===== config.mk =====
export PLATFORM = sky130hd
export DESIGN_NAME = mux_nx1_arb
export DESIGN_NICKNAME = d
export VERILOG_FILES = /design/src/rtl/mux_nx1_arb.sv
export SDC_FILE = /design/constraint.sdc
export NUM_CORES = 1
export LEC_CHECK = 0
export CORE_ASPECT_RATIO = 0.5
export CORE_UTILIZATION = 41
export DETAILED_ROUTE_END_ITERATION = 16
export PLACE_DENSITY = 0.87
export SLEW_MARGIN = 30
export SYNTH_ARGS = -nofsm -noshare
export SYNTH_HDL_FRONTEND = slang
export SYNTH_SLANG_ARGS = --single-unit

===== constraint.sdc =====
create_clock -name clk -period 4.9 [get_ports clk]
set_input_delay 0.735 -clock clk [delete_from_list [all_inputs] [get_ports clk]]
set_output_delay 0.735 -clock clk [all_outputs]
set_load 0.05 [all_outputs]

===== src/rtl/mux_nx1_arb.sv =====
// N-to-1 registered channel mux with explicit-select or round-robin grant.
// Define MUX_NX1_ARB_PARITY_EN to add a registered even-parity output out_par.
module mux_nx1_arb_lane #(
  parameter int SW  = 2,
  parameter int IDX = 0
) (
  input  logic [SW-1:0] select,
  input  logic          valid,
  output logic          hit
);
  assign hit = valid && (select == SW'(IDX));
endmodule

module mux_nx1_arb #(
  parameter  int W  = 32,
  parameter  int N  = 4,
  localparam int SW = $clog2(N)
) (
  input  logic           clk,
  input  logic           rst,
  input  logic           mode,
  input  logic [SW-1:0]  select,
  input  logic [N*W-1:0] ch_data,
  input  logic [N-1:0]   ch_valid,
  output logic [N-1:0]   ch_ready,
  output logic [W-1:0]   out_data,
  output logic           out_valid,
`ifdef MUX_NX1_ARB_PARITY_EN
  output logic           out_par,
`endif
  input  logic           out_ready,
  output logic [SW-1:0]  out_chan
);

  logic [N-1:0][W-1:0] ch_arr;
  logic [N-1:0]        sel_hit;
  logic                gnt_vld, load;
  logic [SW-1:0]       gnt_idx;
  logic                out_valid_q, out_valid_d;
  logic [W-1:0]        out_data_q, out_data_d;
  logic [SW-1:0]       out_chan_q, out_chan_d;
  logic [SW-1:0]       ptr_q, ptr_d;
  logic                par_q, par_d;

  assign ch_arr = ch_data;

  // Lanes never match an out-of-range select, so select>=N yields no grant.
  for (genvar gi = 0; gi < N; gi++) begin : g_lane
    mux_nx1_arb_lane #(.SW(SW), .IDX(gi)) u_lane (
      .select (select),
      .valid  (ch_valid[gi]),
      .hit    (sel_hit[gi])
    );
  end

  always_comb begin
    int tmp;
    tmp     = 0;
    gnt_vld = 1'b0;
    gnt_idx = '0;
    if (!mode) begin
      gnt_vld = |sel_hit;
      gnt_idx = select;
    end else begin
      // Scan backwards so the candidate closest after ptr is written last and wins.
      for (int k = N; k >= 1; k--) begin
        tmp = int'(ptr_q) + k;
        if (tmp >= N) tmp = tmp - N;
        if (ch_valid[tmp]) begin
          gnt_vld = 1'b1;
          gnt_idx = SW'(tmp);
        end
      end
    end
  end

  assign load = !out_valid_q || out_ready;

  always_comb begin
    ch_ready = '0;
    if (rst && load && gnt_vld) ch_ready[gnt_idx] = 1'b1;
  end

  always_comb begin
    out_valid_d = out_valid_q;
    out_data_d  = out_data_q;
    out_chan_d  = out_chan_q;
    ptr_d       = ptr_q;
    par_d       = par_q;
    if (load) begin
      out_valid_d = gnt_vld;
      if (gnt_vld) begin
        out_data_d = ch_arr[gnt_idx];
        out_chan_d = gnt_idx;
        par_d      = ^ch_arr[gnt_idx];
        if (mode) ptr_d = gnt_idx;
      end
    end
  end

  always_ff @(posedge clk or negedge rst) begin
    if (!rst) begin
      out_valid_q <= 1'b0;
      out_data_q  <= '0;
      out_chan_q  <= '0;
      ptr_q       <= SW'(N - 1);
      par_q       <= 1'b0;
    end else begin
      out_valid_q <= out_valid_d;
      out_data_q  <= out_data_d;
      out_chan_q  <= out_chan_d;
      ptr_q       <= ptr_d;
      par_q       <= par_d;
    end
  end

  assign out_valid = out_valid_q;
  assign out_data  = out_data_q;
  assign out_chan  = out_chan_q;
`ifdef MUX_NX1_ARB_PARITY_EN
  assign out_par   = par_q;
`else
  logic unused_par;
  assign unused_par = par_q;
`endif

endmodule


==> results of run 1 <==
==> power by group <==
| group | internal, mW | switching [mW] | leakage (nW) | total (mW) |
|---|---|---|---|---|
| Clock | 0.200 | 0.116 | 0.0700 | 0.316 |
| Combinational | 0.450 | 0.744 | 1.30 | 1.19 |
| Sequential | 0.418 | 0.0624 | 0.445 | 0.480 |
| Total | 1.07 | 0.923 | 1.82 | 1.99 |
==> cell usage after synthesis (2+ instances only) <==
library cell | count | area, sq um
a21o_1 | 2 | 15.0
buf_4 | 8 | 60.1
o21ai_0 | 2 | 10.0
buf_6 | 9 | 101
nor4_1 | 2 | 12.5
dfstp_2 | 2 | 52.6
buf_2 | 4 | 20.0
o31ai_1 | 33 | 248
clkbuf_1 | 15 | 56.3
a221oi_2 | 13 | 195
a221oi_1 | 51 | 447
and2_1 | 64 | 400
inv_1 | 4 | 15.0
nor4_2 | 2 | 25.0
dfrtp_1 | 35 | 876
nand2_1 | 40 | 150
==> metal layers <==
layer	share of wire, %	wire length (um)	GRT usage, %
met5	0	0	0
met4	0.70	68	5.11
met3	5.8	568	5.37
met2	50	4880	45.7
met1	43	4230	32.8
==> state kept, by name (all words and copies together), names as in the netlist <==
register	flops
out_chan	2
out_data	32
out_valid	1
ptr_q	2
==> final timing paths <==
path                              start      endpoint  slack [ps]  cells after the start
max                         ch_valid[3]   ch_ready[0]        1110                      6
min                        out_data[28]  out_data[28]         470                      2
max reg2reg                    ptr_q[0]  out_data[21]        2390                      6
min reg2reg                out_data[28]  out_data[28]         470                      2
max in group asynchronous           rst      ptr_q[0]        4010                      2
min in group asynchronous           rst  out_data[29]         510                      2
==> placed cells by master (no fill, tap or decap), types with 2 or more instances in the layout <==
master and instances:
nor4_2 2, a221oi_1 51, inv_1 4, dfrtp_1 35
buf_4 10, clkbuf_16 5, o21ai_0 2, nor4_1 2
a221oi_2 13, clkdlybuf4s50_1 171, buf_12 2, and2_1 64
nand2_1 40, dfstp_2 2, o31ai_1 33
==> cell families after synthesis <==
kind of cell,share of synthesized area [%]
AO/OA/AOI/OAI,34.9
buffers and inverters,8.71
flip-flops,32.0
multiplexers,1.12
AND/OR/NAND/NOR,23.3
==> final cells by class <==
cell class	count	area, sq um
Fill cell	528	1990
Timing Repair Buffer	184	1830
Multi-Input combinational cell	231	1730
Sequential cell	37	928
Clock buffer	7	143
Tap cell	92	115
Inverter	4	15.0
==> stage by stage <==
step	total power [mW]	instance area (sq um)	utilization, %	worst slack (ps)
after detailed placement	1.68	4620	68.4	1110
after global placement	1.66	4620	68.4	1270
after global routing	2.09	4760	70.6	1000
after floorplan	1.29	2900	-	891
after CTS	2.00	4760	70.6	1130
final	1.99	4760	70.6	1110
==> worst max-delay path: stages <==
cell	delay [ps]
clkdlybuf4s50_1	520
nand3b_1	250
and3_1	250
a221o_1	480
nor4_1	590
buf_12	220
==> impl_results.md, run 1 <==
* Row count at 21
* Crit. End Element: output pin
* Grt total ovfl at 0
* Yosys warns at 0
* Wirelength per Cell at 17.6 um
* Post-synth EDFFs at 0
* Routed Antenna Nets at 0
* Synthesized flop and latch total at 37
* CTS resizes at 0
* Least-Margin Pin Slew at 760 ps
* Layout Cells excl Fill at 555
* Final wirelength at 9740 um
* Share of layout cells above drive strength 1 at 9.29%
* Clk sinks at 37
* Worst path required time at 4160 ps
* Placed cell count at 548
* Maximum VDD drop at 0.000250 V
* Mapped Area at 0.00290 sq mm
* CTS max path bufs at 2
* Fin crit period at 3790 ps
* Worst skew pair latency at 270 ps
* Async SR Flop Fraction at 100%
* Core Region at 0.00675 sq mm
* Status: finished, final reports clean
* Ant diodes at 0
* Period utilization at 77.3%
* Initial antenna violation count at 0
* Count of cell types in the netlist at 38
* Via/cell ratio at 5.59
* Area grow syn2layout at 64.2%
* Final Hold Viols at 0
* Number of global-route vias before repair at 2854
* Total Neg Setup Slack at 0 ps
* Total number of vias at 3103
* Post-Syn Instances at 308
* Critical Path Fanout Max at 8
* # setup viols final at 0
* Min-delay worst type: flip-flop to flip-flop
* Ys flop type: dfrtp_1
* Fmax at 264 MHz
* DR pass1 iterations at 4
* Port Buf Inserts at 176
* Dpl hpwl at 6970 um
* Clk root buf: clkbuf_16
* Iter 0 DRT Violations at 150
* # H-tree levels at 2
* Max-slew violations at 0
* Clock skew at 4.29 ps
* Gr usage total at 25.6%
* Total die area at 0.00744 sq mm
* Register area share after synthesis at 32.0%
* Clock slew at reported path FFs at 60 ps
* Unrepaired setup endpoints after global routing: no
* Die Wd at 121 um
* Num ports at 177
* Net count after synthesis at 446
* Post-CTS Hold Fix Bufs at 0
* Rel. slew slack at 49.3%
* Largest net degree at the start of global routing at 69
* CTS tree: built
* Nets@finish at 601
* CP startpoint kind: input port
* CP arrival at 3050 ps
* Drt drc at 0
* Num CTS Buffers at 5
* Leak at 1.82 nW
* Hold_ws at 475 ps
* First-pass GRT wire length at 14700 um
* Avg Cell Area, Syn at 9.42 sq um
* Critical path class: input port to output pin
* Initial core utilization at 43.0%
* Final GP Congestion at 0.839
* Die Ht at 61.5 um
* Post-CTS Setup Inserts at 0
* Maxcap violations at 0
* Power per Cell Area at 418 mW/mm^2
Note: power is estimated with default switching activity, not from simulation.
==> inputs of run 2 (changes only) <==
Settings changed: CORE_UTILIZATION 41 to 38, PLACE_DENSITY 0.87 to 0.82.
Clock period 4.9 ns to 3.9 ns, I/O delays scaled along.
==> impl_results.md, run 2 (same netlist as run 1, synthesis figures left out) <==
* Clock power frac at 16.4%
* Die Ht at 63.8 um
* Initial core utilization at 39.5%
* Total die area at 0.00801 sq mm
* Total Power at 2.53 mW
* Port Buf Inserts at 176
* Leak at 1.83 nW
* CP max-delay cell: clkdlybuf4s50_1
* Rel. slew slack at 50.3%
* Fmax at 304 MHz
* Clock slew at reported path FFs at 60 ps
* Maximum VDD drop at 0.000244 V
* Largest net degree at the start of global routing at 69
* Final GP Congestion at 0.848
* Failing checks: DRC
* Commonest non-fill, non-tap cell in the layout: clkdlybuf4s50_1
* # fillers at 600
* Clk root buf: clkbuf_16
* Crit. End Element: output pin
* Min-delay worst type: input port to asynchronous set/reset pin
* Post-CTS Hold Fix Bufs at 0
* CTS resizes at 0
* CTS tree: built
* Final Hold Viols at 0
* CTS max path bufs at 2
* DR pass1 iterations at 10
* Switch Pwr at 1.17 mW
* Max-slew violations at 0
* Share of layout cells above drive strength 1 at 9.66%
* Period utilization at 84.3%
* Num ports at 177
* Grt total ovfl at 0
* Crit path max-delay family: simple AND/OR/NAND/NOR gates
* Internal power at 1.35 mW
* Critical path class: input port to output pin
* CP startpoint kind: input port
* CP max stage delay at 530 ps
* Ant diodes at 0
* Setup ws final at 614 ps
* Wirelength per Cell at 17.7 um
* Worst path required time at 3310 ps
* Number of cells on the critical path at 6
* Unrepaired setup endpoints after global routing: no
* Dpl hpwl at 7190 um
* Routed Antenna Nets at 0
* Crit-path cells: clkdlybuf4s50_1, nand3b_1, and3_1, a221o_1, nor4_1, buf_12
* Critical Path Fanout Max at 8
* Worst skew pair latency at 290 ps
* Status: complete, but fails checks
* Die Wd at 126 um
* Maxcap violations at 0
* Num CTS Buffers at 5
* CP arrival at 2700 ps
* Clock skew at 2.04 ps
* Total Neg Setup Slack at 0 ps
* Via/cell ratio at 5.57
* # setup viols final at 0
* Core Region at 0.00735 sq mm
* Buf+Inv Stages, Crit Path at 2
* Clk sinks at 37
* Final wirelength at 9920 um
* Gr usage total at 26.0%
* # H-tree levels at 2
* Initial antenna violation count at 0
* Iter 0 DRT Violations at 258
* Row count at 22
* Total number of vias at 3133
* Power per Cell Area at 526 mW/mm^2
* Reg2Reg Depth at 6
* Least-Margin Pin Slew at 746 ps
* Comb power frac at 59.7%
* Nets@finish at 603
* Post-CTS Setup Inserts at 0
* Number of global-route vias before repair at 3083
* First-pass GRT wire length at 16300 um
* Flop pwr share at 23.9%
* Fin crit period at 3290 ps
* Dpl ws at 615 ps
* Max reg flops at 32
* Area grow syn2layout at 65.5%
* Drt drc at 5
* Most frequent cells in the layout: clkdlybuf4s50_1, and2_1, a221oi_1
* Switching share of power at 46.4%
run 2: changes by cell type in the layout (fill, tap and decap cells not counted):
| cell | delta |
|---|---|
| buf_12 | +1 |
| buf_4 | +1 |
| clkbuf_1 | +1 |
run 2: worst paths after layout:
kind | startpoint | to | slack (ps)
worst min register to register | out_data[16] | out_data[16] | 470
worst min-delay path | rst | out_data[26] | 390
worst max register to register | ptr_q[1] | out_data[28] | 1460
worst max-delay path | ch_valid[3] | ch_ready[0] | 610
min in group clk | out_data[16] | out_data[16] | 470
max in group asynchronous | rst | ptr_q[1] | 3150
run 2: layout make-up:
type,instances,area (sq um),area share [%]
repair buffers,186,1860,38.7
multi-input cells,231,1730,36.1
flip-flops and latches,37,928,19.3
clock buffers,8,146,3.05
well taps,96,120,2.50
inverters,4,15.0,0.313
run 2: layer usage:
metal / vias to the layer above / global-route usage (%) / part of all wire (%)
li1: 1518 / - / -
met1: 1506 / 32.7 / 43
met2: 89 / 45.5 / 51
met3: 20 / 4.27 / 3.8
met4: 0 / 9.30 / 2.2
met5: - / 0 / 0
run 2: stage by stage:
step / hold WS, ps / util [%] / instance area (sq um) / instances
after floorplan: 289 / - / 2900 / 308
after global placement: 460 / 63.3 / 4650 / 554
after detailed placement: 465 / 63.3 / 4650 / 554
after CTS: 406 / 65.3 / 4800 / 562
after global routing: 443 / 65.3 / 4800 / 562
final: 386 / 65.3 / 4800 / 562
run 2: power by group through the flow:
stage / Clock (mW) / Sequential [mW] / Combinational [mW]
4_1_cts: 0.422 / 0.605 / 1.51
6_report: 0.414 / 0.604 / 1.51
2_1_floorplan: 0 / 1.05 / 0.569
5_1_grt: 0.438 / 0.625 / 1.60
3_3_place_gp: 0 / 0.601 / 1.49
3_5_place_dp: 0 / 0.610 / 1.51
==> inputs of run 3 (changes only) <==
Settings changed: CORE_UTILIZATION 38 to 34, PLACE_DENSITY 0.82 to 0.77.
Clock period 3.9 ns to 2.9 ns, I/O delays scaled along.
==> impl_results.md, run 3 (same netlist as run 1, synthesis figures left out) <==
* Maxcap violations at 0
* Final wirelength at 10400 um
* FF-to-FF Start: ptr_q[1]
* Share of layout cells above drive strength 1 at 12.6%
* Num CTS Buffers at 5
* CP arrival at 2380 ps
* Least-Margin Pin Slew at 767 ps
* Worst skew pair latency at 290 ps
* Total Neg Setup Slack at 0 ps
* Clk root buf: clkbuf_16
* Unrepaired setup endpoints after global routing: no
* Dpl hpwl at 7450 um
* Die Ht at 67.3 um
* Total number of vias at 3157
* Port Buf Inserts at 176
* Clock slew at reported path FFs at 60 ps
* Nets@finish at 613
* Setup ws final at 84.6 ps
* Worst path required time at 2470 ps
* Largest net degree at the start of global routing at 65
* Final Hold Viols at 0
* Max-slew violations at 0
* Rel. slew slack at 48.8%
* Iter 0 DRT Violations at 176
* Final GP Congestion at 0.886
* Crit. End Element: output pin
* Final Cell Area at 0.00500 sq mm
* Commonest non-fill, non-tap cell in the layout: clkdlybuf4s50_1
* Power per Cell Area at 695 mW/mm^2
* FF-to-FF setup slack at 520 ps
* Total die area at 0.00893 sq mm
* Placed Instance Area at 0.00482 sq mm
* Leak at 1.92 nW
* # fillers at 694
* Core Region at 0.00814 sq mm
* CTS tree: built
* Period utilization at 97.1%
* Num ports at 177
* Reg2Reg Depth at 6
* CTS max path bufs at 2
* Register area at 928 sq um
* Routed Antenna Nets at 0
* Initial core utilization at 35.6%
* Wirelength per Cell at 17.7 um
* Clk sinks at 37
* Number of global-route vias before repair at 3067
* Die Wd at 133 um
* Fin crit period at 2820 ps
* Initial antenna violation count at 0
* Total Power at 3.47 mW
* Drt drc at 0
* Reg-to-reg endpoint: out_data[29]
* Clock skew at 4.28 ps
* Post-CTS Hold Fix Bufs at 0
* Dpl ws at -56.9 ps
* First-pass GRT wire length at 16100 um
* Multi-input logic area at 0.00177 sq mm
* Fmax at 355 MHz
* Placed cell count at 579
* Min-delay worst type: input port to asynchronous set/reset pin
* DR pass1 iterations at 5
* Status: finished, final reports clean
* Gr usage total at 23.3%
* Maximum VDD drop at 0.000331 V
* # H-tree levels at 2
* Ant diodes at 0
* Area grow syn2layout at 72.2%
* Layout Cells excl Fill at 588
* Grt total ovfl at 0
* Via/cell ratio at 5.37
* Row count at 23
* Most frequent cells in the layout: clkdlybuf4s50_1, and2_1, a221oi_1
* Critical Path Fanout Max at 6
* Max reg flops at 32
* # setup viols final at 0
* Critical path class: input port to output pin
* CP startpoint kind: input port
-- run 3: cell count changes in the layout (fill, tap and decap cells not counted), moves of 2 or more --
cell and delta:
clkdlybuf4s50_1 -2, clkbuf_1 -2, nor4_1 -2, clkinv_2 +2, buf_12 +5, buf_4 +5
nor4_4 +3
-- run 3: worst max-delay path: stages --
cell and delay (ps):
clkdlybuf4s50_1 580, nand3b_1 150, and3_1 220, a221o_2 470, nor4_4 330, buf_12 180
-- run 3: area by class of cell --
class / count / share of cell area, %
inverters: 4 / 0.301
flip-flops and latches: 37 / 18.6
multi-input cells: 231 / 35.5
well taps: 112 / 2.80
repair buffers: 196 / 40.0
clock buffers: 5 / 2.50
clock inverters: 3 / 0.351
-- run 3: per-layer routing --
layer	vias up	track usage [%]	wire, um
met5	-	0	0
met4	0	9.34	170
met3	14	4.80	391
met2	85	39.0	5130
met1	1521	30.1	4720
li1	1537	-	-
-- run 3: timing repair --
item	CTS	global route
resized for setup	4	2
buffers inserted	1	0
hold endpoints to repair	0	0
setup endpoints to repair	3	4
-- run 3: how the worst max path moves through the flow --
stage,end,cells past startpoint,slack [ps],start
6_report,ch_ready[0],6,80,ch_valid[0]
3_5_place_dp,ch_ready[2],7,-60,ch_valid[1]
3_3_place_gp,ch_ready[2],7,40,ch_valid[3]
4_1_cts,ch_ready[3],7,-20,ch_valid[3]
2_1_floorplan,ch_ready[2],7,-40,ptr_q[1]
5_1_grt,ch_ready[3],7,4,ch_valid[0]
-- run 3: per-stage QoR --
stage                     util [%]  hold slack (ps)
after floorplan                  -              139
after global placement        59.1              461
after detailed placement      59.1              465
after CTS                     61.2              242
after global routing          61.3              260
final                         61.3              219
-- run 3: power by group --
group	total [mW]	internal (mW)	switching (mW)	leakage (nW)
clock network	0.547	0.316	0.231	0.0696
registers	0.812	0.705	0.107	0.445
logic	2.11	0.828	1.29	1.40
